$ cat src/rtl/inst_fetch.sv
// inst_fetch: PC owner and two-cycle fetch/execute sequencer with redirect, ecall halt and misalignment trap
module inst_fetch #(
  parameter logic [31:0] RESET_PC = 32'h0000_0000,
  parameter int          IMEM_AW  = 14,
  parameter logic [31:0] NOP_INST = 32'h0000_0013
) (
  input  logic               clk,
  input  logic               rst,
  output logic [IMEM_AW-1:0] imem_addr,
  input  logic [31:0]        imem_rdata,
  input  logic               redirect,
  input  logic [31:0]        redirect_pc,
  input  logic               ecall,
  input  logic               resume,
  output logic [31:0]        inst,
  output logic [31:0]        pc,
  output logic               inst_valid,
  output logic               halted,
  output logic               misaligned,
  output logic [31:0]        retired
);
  typedef enum logic [1:0] {FETCH, EXEC, HALT, FAULT} state_t;
  state_t state, state_d;
  logic [31:0] pc_d, inst_q, inst_q_d, retired_d;
  logic resume_q, bad_target;
  assign bad_target = redirect && (redirect_pc[1:0] != 2'b00);
  assign imem_addr  = pc[IMEM_AW+1:2];
  assign inst_valid = state == EXEC;
  assign inst       = inst_valid ? imem_rdata : inst_q;
  assign halted     = state == HALT;
  assign misaligned = state == FAULT;
  always_ff @(posedge clk) begin
    if (rst) begin
      state    <= FETCH;
      pc       <= RESET_PC;
      inst_q   <= NOP_INST;
      retired  <= '0;
      resume_q <= 1'b0;
    end else begin
      state    <= state_d;
      pc       <= pc_d;
      inst_q   <= inst_q_d;
      retired  <= retired_d;
      resume_q <= resume;
    end
  end
  always_comb begin
    state_d   = state;
    pc_d      = pc;
    inst_q_d  = inst_q;
    retired_d = retired;
    case (state)
      FETCH: state_d = EXEC;
      EXEC: begin
        retired_d = retired + 32'd1;
        if (bad_target) state_d = FAULT;
        else begin
          pc_d     = redirect ? redirect_pc : pc + 32'd4;
          inst_q_d = imem_rdata;
          state_d  = ecall ? HALT : FETCH;
        end
      end
      HALT: state_d = (resume && !resume_q) ? FETCH : HALT;
      default: state_d = FAULT;
    endcase
  end
endmodule

$ cat config.mk
export PLATFORM = sky130hd
export DESIGN_NAME = inst_fetch
export DESIGN_NICKNAME = d
export VERILOG_FILES = /design/src/rtl/inst_fetch.sv
export SDC_FILE = /design/constraint.sdc
export NUM_CORES = 1
export LEC_CHECK = 0
export ABC_AREA = 0
export CAP_MARGIN = 20
export CORE_MARGIN = 2
export CORE_UTILIZATION = 49
export CTS_CLUSTER_DIAMETER = 100
export DETAILED_ROUTE_END_ITERATION = 8
export PLACE_DENSITY = 0.83
export SLEW_MARGIN = 30
export SYNTH_ARGS = -nofsm -noshare
export SYNTH_HDL_FRONTEND = slang
export SYNTH_SLANG_ARGS = --single-unit
$ cat constraint.sdc
create_clock -name clk -period 5.1 [get_ports clk]
set_input_delay 1.02 -clock clk [delete_from_list [all_inputs] [get_ports clk]]
set_output_delay 1.02 -clock clk [all_outputs]
set_load 0.01 [all_outputs]
==> insert_results.sql <==
INSERT INTO impl_metrics (metric_group, metric, value, unit) VALUES
('run_status', 'status', 'finished, final reports clean', ''),
('clock_network', 'cts_buffers', '9', ''),
('sta', 'unrepaired_setup_endpoints_after_global_routing', 'no', ''),
('synth', 'synth_top_cells_by_area', 'sky130_fd_sc_hd__dfxtp_1 39%, sky130_fd_sc_hd__nand2_1 14%, sky130_fd_sc_hd__a21oi_1 5.4%', ''),
('global_route', 'wire_length_of_the_first_global_routing_pass', '24.3', 'mm'),
('setup_path', 'worst_setup_path_start_kind', 'flop', ''),
('setup_path', 'timing.critical_path.cells', 'nand2b_1 -> inv_2 -> nand2_1 -> nand2_1 -> clkdlybuf4s50_1', ''),
('clock_network', 'post_cts_setup_buffers', '0', ''),
('setup_path', 'cp.buffers_inverters', '2', ''),
('setup_path', 'worst-setup-path-type', 'reg2out', ''),
('drt', 'post_drt_wl_per_cell', '15.4', 'um'),
('drt', 'num_vias', '5412', ''),
('clock_network', 'post_cts_resized', '0', ''),
('clock_network', 'cts_max_level', '3', ''),
('cells_and_area', 'layout.filler_cells', '875', ''),
('drt', 'vias_per_cell', '5.59', ''),
('clock_network', 'clk_pin_slew_worst_paths', '90', 'ps'),
('power_and_ir_drop', 'ir_worst_vdd', '0.168', 'mV'),
('synth', 'mappedNetlistArea', '5080', 'um^2'),
('cells_and_area', 'finish.net_count', '899', ''),
('synth', 'synth-async-reset-ratio', '0', ''),
('drt', 'initialDrtViolationCount', '282', ''),
('die', 'floorplan.initialDensity', '0.499', ''),
('global_route', 'grt_antenna_before_repair', '0', ''),
('clock_network', 'postCtsHoldBufs', '0', ''),
('drt', 'route.final.wire_length', '14.9', 'mm'),
('min_path', 'hp-class', 'reg2reg', ''),
('sta', 'setup_viol_count_final', '0', ''),
('global_route', 'global_route.usage.total', '0.265', ''),
('placed_design', 'portBuffers', '181', ''),
('clock_network', 'tritoncts', 'done', ''),
('synth', 'yosysUniqueCellTypes', '52', ''),
('synth', 'synth_top_cells_by_count', '189 x sky130_fd_sc_hd__nand2_1, 99 x sky130_fd_sc_hd__dfxtp_1, 55 x sky130_fd_sc_hd__a21oi_1, 55 x sky130_fd_sc_hd__nor2_1, 32 x sky130_fd_sc_hd__clkbuf_1', ''),
('sta', 'setup_ws_post_layout', '1830', 'ps'),
('cells_and_area', 'area_taken_by_multi_input_logic_gates', '2740', 'um^2'),
('cells_and_area', 'layout_cell_share_with_drive_strength_beyond_1', '0.0396', ''),
('sta', 'tns', '0', 'ps'),
('sta', 'slew-limit-headroom', '0.408', ''),
('drt', 'drc_errors', '0', ''),
('sta', 'hold_viol', '0', ''),
('setup_path', 'crit_path_top_delay_cell', 'sky130_fd_sc_hd__clkdlybuf4s50_1', ''),
('job', 'total_of_max_cap_violations', '0', ''),
('power_and_ir_drop', 'finalPower', '1.73', 'mW'),
('clock_network', 'clk_latency', '380', 'ps'),
('sta', 'timing_worst_slew_pin_value', '887', 'ps'),
('synth', 'post-synth-top-count-cell', 'sky130_fd_sc_hd__nand2_1', ''),
('synth', 'seq_area_frac_synth', '0.390', ''),
('sta', 'achievable-frequency', '0.306', 'GHz'),
('global_route', 'grt_pass1_vias', '5088', ''),
('synth', 'synthFlopType', 'sky130_fd_sc_hd__dfxtp_1', ''),
('setup_path', 'crit_path_max_incr_delay', '560', 'ps'),
('synth', 'number_of_enable_type_register_cells_in_the_synthesized_netlist', '0', ''),
('sta', 'timing.clock.skew', '14.2', 'ps'),
('sta', 'finalCriticalPeriod', '3270', 'ps'),
('clock_network', 'cts_root_buffer', 'sky130_fd_sc_hd__clkbuf_8', ''),
('die', 'die-width', '106', 'um'),
('die', 'die_height', '106', 'um'),
('cells_and_area', 'area_growth', '37.4', '%'),
('placed_design', 'routabilityCongestion', '0.892', ''),
('setup_path', 'maximum_net_fanout_on_the_critical_path', '44', ''),
('clock_network', 'clock_tree.buffer_depth', '2', ''),
('synth', 'ys_ff_latch', '99', ''),
('setup_path', 'endpoint_kind', 'primary output', ''),
('sta', 'final.period_utilization', '0.641', ''),
('setup_path', 'worst_path_most_repeated_cell', 'sky130_fd_sc_hd__nand2_1', ''),
('die', 'die-area', '11200', 'um^2'),
('die', 'design.core.area', '10200', 'um^2'),
('synth', 'synthDominantAreaCellType', 'sky130_fd_sc_hd__dfxtp_1', ''),
('sta', 'slew_viols_final', '0', ''),
('synth', 'netlist.area_leader.share', '0.390', ''),
('setup_path', 'worst_ep_required_time', '4080', 'ps');
stage by stage:
stage / cell area (um^2) / std cells
2_1_floorplan: 5080 / 687
3_3_place_gp: 6780 / 953
3_5_place_dp: 6780 / 953
4_1_cts: 6980 / 969
5_1_grt: 6980 / 969
6_report: 6980 / 969
logic make-up after synthesis:
group | share of synthesized area
xor gates and xnor gates | 0.0604
DFF | 0.390
and+or+nand+nor | 0.324
muxes | 0.00394
buffers and inverters | 0.0707
adders and majority gates | 0.00493
AOI/OAI and AO/OA | 0.145
area by class of cell:
class | instances | area share
Clock buffer | 9 | 0.0177
Clock inverter | 7 | 0.0111
Inverter | 12 | 0.00645
Multi-Input combinational cell | 520 | 0.392
Sequential cell | 99 | 0.284
Tap cell | 136 | 0.0244
Timing Repair Buffer | 186 | 0.264
routing by layer:
| metal | routed length (um) | global-route usage |
|---|---|---|
| met2 | 7210 | 0.456 |
| met4 | 412 | 0.110 |
| met1 | 6210 | 0.323 |
| met5 | 0 | 0 |
| met3 | 1120 | 0.0538 |
tightest hold or removal path, cell delays in order, from the launching register on:
cell	delay (ps)
sky130_fd_sc_hd__dfxtp_1	320
sky130_fd_sc_hd__nand2_1	50
sky130_fd_sc_hd__a21oi_1	50
placed cells by master (no fill, tap or decap), drive strengths merged, types with 4 or more instances in the layout:
cell type	netlist	final
dfxtp	99	99
o21ai	31	31
buf	21	6
clkinvlp	0	4
a31oi	4	4
nor3	19	19
and3	8	8
nand4	18	18
a21oi	55	55
nor4	17	17
a22oi	5	5
nand3	19	19
and2	5	5
or3	6	6
o22ai	6	6
inv	12	13
xor2	5	5
clkdlybuf4s50	0	180
clkbuf	35	9
xnor2	30	30
and4	9	9
nor2	55	55
a32oi	5	5
o31ai	4	4
nand2	189	189
path summary, 6_finish.rpt:
kind                                         startpoint                  endpoint  slack, ps  depth (start not counted)
worst max-delay path                state[1]$_SDFF_PP0_                   inst[8]       1830                          5
worst min-delay path            inst_q[27]$_SDFFE_PP0P_   inst_q[27]$_SDFFE_PP0P_        460                          2
worst max register to register      state[1]$_SDFF_PP0_  retired[28]$_SDFFE_PP0P_       2510                          6
worst min register to register  inst_q[27]$_SDFFE_PP0P_   inst_q[27]$_SDFFE_PP0P_        460                          2
flip-flops by register name, indices dropped and copies added, names as in the netlist:
signal	flops
pc	32
inst_q	32
resume_q	1
state	2
retired	32
where the power goes:
group	internal [mW]	switching (mW)
sequential	0.806	0.0378
clock	0.229	0.292
combinational	0.186	0.180
total	1.22	0.510
(Power assumes the default switching activity.)
